`src/rtl/round_pipe.sv`:
```
// ============================================================================
// Module   : round_pipe
// Purpose  : Two-stage rounding pipeline with renormalisation and inexact count.
// Revision : 1.0
// ============================================================================
`default_nettype none

module round_pipe #(
  parameter int MANT_W = 23,
  parameter int EXP_W  = 10,
  parameter int CNT_W  = 16
) (
  input  logic               clk,
  input  logic               rst,
  input  logic               in_valid,
  output logic               in_ready,
  input  logic [2:0]         in_mode,
  input  logic               in_sign,
  input  logic [EXP_W-1:0]   in_exp,
  input  logic [MANT_W:0]    in_mant,
  input  logic               in_guard,
  input  logic               in_sticky,
  output logic               out_valid,
  input  logic               out_ready,
  output logic               out_sign,
  output logic [EXP_W-1:0]   out_exp,
  output logic [MANT_W:0]    out_mant,
  output logic               out_inexact,
  output logic               out_ovf,
  input  logic               cnt_clr,
  output logic [CNT_W-1:0]   cnt_inexact
);

  localparam logic [EXP_W-1:0]  c_exp_one = EXP_W'(1);
  localparam logic [CNT_W-1:0]  c_cnt_one = CNT_W'(1);
  localparam logic [CNT_W-1:0]  c_cnt_max = '1;
  localparam logic [MANT_W+1:0] c_sum_zero = '0;

  logic               r_v1;
  logic               r_sign1;
  logic [EXP_W-1:0]   r_exp1;
  logic [MANT_W:0]    r_mant1;
  logic               r_inex1;
  logic               r_inc1;

  logic               w_en1;
  logic               w_en2;
  logic               w_inexact;
  logic               w_inc;
  logic [MANT_W+1:0]  w_sum;
  logic               w_carry;
  logic [MANT_W:0]    w_mant2;
  logic [EXP_W-1:0]   w_exp2;
  logic               w_ovf2;

  assign w_en2    = ~out_valid | out_ready;
  assign w_en1    = ~r_v1 | w_en2;
  assign in_ready = w_en1;

  assign w_inexact = in_guard | in_sticky;

  // Modes 6 and 7 fall through to round-to-nearest-even.
  always_comb begin
    w_inc = 1'b0;
    case (in_mode)
      3'd1:    w_inc = 1'b0;
      3'd2:    w_inc = ~in_sign & w_inexact;
      3'd3:    w_inc = in_sign & w_inexact;
      3'd4:    w_inc = in_sign ? (in_guard & in_sticky) : in_guard;
      3'd5:    w_inc = w_inexact;
      default: w_inc = in_guard & (in_sticky | in_mant[0]);
    endcase
  end

  always_ff @(posedge clk or negedge rst) begin
    if (!rst) begin
      r_v1    <= 1'b0;
      r_sign1 <= 1'b0;
      r_exp1  <= '0;
      r_mant1 <= '0;
      r_inex1 <= 1'b0;
      r_inc1  <= 1'b0;
    end else if (w_en1) begin
      r_v1 <= in_valid;
      if (in_valid) begin
        r_sign1 <= in_sign;
        r_exp1  <= in_exp;
        r_mant1 <= in_mant;
        r_inex1 <= w_inexact;
        r_inc1  <= w_inc;
      end
    end
  end

  // A carry-out only happens from all-ones, so the shifted sum is 1 followed by zeros.
  assign w_sum   = {1'b0, r_mant1} + {c_sum_zero[MANT_W+1:1], r_inc1};
  assign w_carry = w_sum[MANT_W+1];
  assign w_mant2 = w_carry ? w_sum[MANT_W+1:1] : w_sum[MANT_W:0];
  assign w_exp2  = w_carry ? (r_exp1 + c_exp_one) : r_exp1;
  assign w_ovf2  = w_carry & (&r_exp1);

  always_ff @(posedge clk or negedge rst) begin
    if (!rst) begin
      out_valid   <= 1'b0;
      out_sign    <= 1'b0;
      out_exp     <= '0;
      out_mant    <= '0;
      out_inexact <= 1'b0;
      out_ovf     <= 1'b0;
    end else if (w_en2) begin
      out_valid <= r_v1;
      if (r_v1) begin
        out_sign    <= r_sign1;
        out_exp     <= w_exp2;
        out_mant    <= w_mant2;
        out_inexact <= r_inex1;
        out_ovf     <= w_ovf2;
      end
    end
  end

  always_ff @(posedge clk or negedge rst) begin
    if (!rst) begin
      cnt_inexact <= '0;
    end else if (cnt_clr) begin
      cnt_inexact <= '0;
    end else if (out_valid && out_ready && out_inexact && (cnt_inexact != c_cnt_max)) begin
      cnt_inexact <= cnt_inexact + c_cnt_one;
    end
  end

endmodule

`default_nettype wire

```
`config.mk`:
```
export PLATFORM = sky130hd
export DESIGN_NAME = round_pipe
export DESIGN_NICKNAME = d
export VERILOG_FILES = /design/src/rtl/round_pipe.sv
export SDC_FILE = /design/constraint.sdc
export NUM_CORES = 1
export LEC_CHECK = 0
export CORE_MARGIN = 2
export CORE_UTILIZATION = 40
export DETAILED_ROUTE_END_ITERATION = 6
export DONT_BUFFER_PORTS = 1
export PLACE_DENSITY = 0.59
export SYNTH_ARGS = -nofsm -noshare
export SYNTH_HDL_FRONTEND = slang
export SYNTH_SLANG_ARGS = --single-unit
```
`constraint.sdc`:
```
create_clock -name clk -period 2.6 [get_ports clk]
set_input_delay 0.26 -clock clk [delete_from_list [all_inputs] [get_ports clk]]
set_output_delay 0.26 -clock clk [all_outputs]
set_load 0.03 [all_outputs]
```
==> impl_metrics.ini <==
[status]
status = completed

[global_routing]
grt_pass1_vias = 3285
gr-total-overflow = 0
grt_antenna_before_repair = 0
grt_pass1_wl_um = 17480
grt_max_degree = 93
grt_usage_pct = 17.94

[yosys]
synth_edf_count = 0
ys_seq_area_share_pct = 50.79
synth_area_per_cell_um2 = 10.47
synth_area_leaders = dfrtp_1 (51%), mux2_2 (8.7%), nand2_1 (4.9%)
ys_ff_latch = 92
synthesis.area_mm2 = 0.004533
syn_nets = 482
synth_cells = 433
async_reset_ff_share_pct = 100.0
ys_types = 47
yosysTopAreaCell = dfrtp_1
synth_top_area_share_pct = 50.79
yosys_warnings = 0
ys.flop_type = dfrtp_1

[floorplanning]
fp.dieArea_mm2 = 0.01220
die_y_um = 110.5
num_io_pins = 100
start_util_pct = 41.45
rows = 38
core_area_mm2 = 0.01094
die_w_um = 110.5

[routing]
drc = 0
wire_per_inst_um = 18.10
dr_total_vias = 3285
antenna_left = 0
drt-initial-drc-count = 231
drt-total-wl_um = 10590
via_per_inst = 5.615
first_pass_iters = 4

[clock_network]
cts_tree = done
clk_path_buf_depth = 2
cts-root-buf = clkbuf_16
clkTransAtPathRegs_ns = 0.06
cts.sinks = 92
cts_buffers = 9
insertion_delay_ns = 0.34
cts_max_level = 3

[setup_path]
crit_path_end_kind = flop
start_kind = flop
cpMaxStageDelayCell = nor4_1
cp_top_family = simple AND/OR/NAND/NOR gates
critPathArrivalTime_ns = 2.53
max_stage_delay_ns = 0.45
worstPathRequired_ns = 2.83
critPathBufInv = 0
crit_fanout = 7
crit_chain = ha_1, ha_1, nand2_1, nor4_1, nand2b_1, and2_1, a22o_1
criticalPathCategory = reg2reg
crit_top_cell = ha_1
r2r_slack_ns = 0.30

[timing]
fmax_mhz = 434.4
finalSetupViolCount = 0
worst_pin_slew_ns = 0.5716
slew_headroom_pct = 61.77
period_minus_slack_ns = 2.302
rsz0062_at_grt = no
hold_viol = 0
final-max-slew-violation-count = 0
finalCritPeriodShare_pct = 88.53
setup_tns_ns = 0
skew_ns = 0.01021

[cells_and_area]
fin_nets = 489
final_common_cell = dfrtp_1
syn_to_final_growth_pct = 12.42
drive_above_1_share_pct = 16.18
final_area_mm2 = 0.005096
diodes = 0
finalCoreUtilization_pct = 46.60
final_cell_mix = dfrtp_1 (92), nand2_1 (57), mux2_2 (35), nor2_1 (34), xnor2_1 (20)

[placed_design]
place_congestion = 0.8545
dp_hpwl_um = 7707
portBuffers = 0
placed_area_mm2 = 0.004726

[job]
drv_cap = 0

[pwr]
powerDensity_mw_per_mm2 = 788.7
power_leakage_nw = 2.111
vdd_drop_max_v = 0.0004574

[min_path]
min_path_type = in2reg
-- through the flow --
| stage | std cells | total power, W | setup slack (ns) | hold slack (ns) |
|---|---|---|---|---|
| floorplan | 433 | 0.002443 | 0.3375 | -0.03559 |
| global placement | 566 | 0.002597 | 0.3099 | -0.03372 |
| detailed placement | 566 | 0.002615 | 0.2181 | -0.03371 |
| CTS | 585 | 0.004070 | 0.1930 | 0.02036 |
| global route | 585 | 0.004207 | 0.06094 | 0.01776 |
| finish | 585 | 0.004019 | 0.2982 | 0.03594 |
-- final timing paths --
check / from / to / depth (start not counted)
setup / recovery: r_inc1 / out_mant[11] / 7
hold / removal: in_valid / r_v1 / 1
setup reg to reg: r_inc1 / out_mant[11] / 7
hold reg to reg: r_sign1 / out_sign / 2
max in group asynchronous: rst / r_mant1[11] / 2
min in group asynchronous: rst / cnt_inexact[3] / 2
-- cell type report --
type / count / area [µm²]
repair buffers: 12 / 127.6
clock inverters: 4 / 72.57
clock buffers: 12 / 246.5
well taps: 140 / 175.2
multi-input cells: 321 / 2157
inverters: 4 / 15.01
flip-flops and latches: 92 / 2302
fillers: 1050 / 5839
-- power breakdown --
group          internal, W  switching [W]
Sequential         0.00164       0.000502
Clock             0.000868       0.000532
Combinational     0.000233       0.000243
-- metal layers --
metal	track usage, %	wire length (µm)	vias to the layer above
li1	-	-	1567
met1	21.41	4228	1616
met2	30.22	5272	95
met3	7.574	989	7
met4	4.083	96	0
met5	0	0	-
-- cell usage after synthesis, types with 2 or more instances --
cell,instances
nand3b_1,2
o21ai_0,15
and2_1,5
o211ai_1,3
a21oi_1,4
o21ai_1,11
nand4_1,14
dfrtp_1,92
mux2_2,35
nor4_1,8
nor4_4,2
nand3_1,15
nor4b_1,2
o22a_1,2
xnor2_1,20
and3_1,10
buf_2,3
and4_1,7
a31oi_1,2
a211oi_1,2
mux2i_1,5
clkbuf_1,11
nand2b_1,5
o31ai_1,12
nor2_1,34
nor3_1,9
a22o_1,2
xor2_1,17
inv_1,4
or4_1,2
ha_1,4
nand2_1,59
-- what timing repair did --
item | CTS | global route
resized for setup | 0 | 1
hold endpoints to repair | 106 | 0
endpoints found under the setup margin | 0 | 3
buffers inserted | 0 | 0
hold buffers | 3 | 0
-- logic make-up after synthesis --
group,after synthesis,synth area share [%]
compound gates,58,8.087
xor+xnor,37,7.149
fa+ha+maj,4,1.104
buf+inv,20,1.821
flops,92,50.79
mux,40,9.799
simple gates,182,21.25
-- flip-flops by register name (all words and copies together) (netlist names) --
| name | count |
|---|---|
| r_exp1 | 10 |
| out_valid | 1 |
| cnt_inexact | 16 |
| out_ovf | 1 |
| r_sign1 | 1 |
| out_exp | 10 |
| out_mant | 24 |
| out_inexact | 1 |
| r_inex1 | 1 |
| r_inc1 | 1 |
| r_mant1 | 24 |
| out_sign | 1 |
| r_v1 | 1 |
Power figures use the tool's default switching activity.
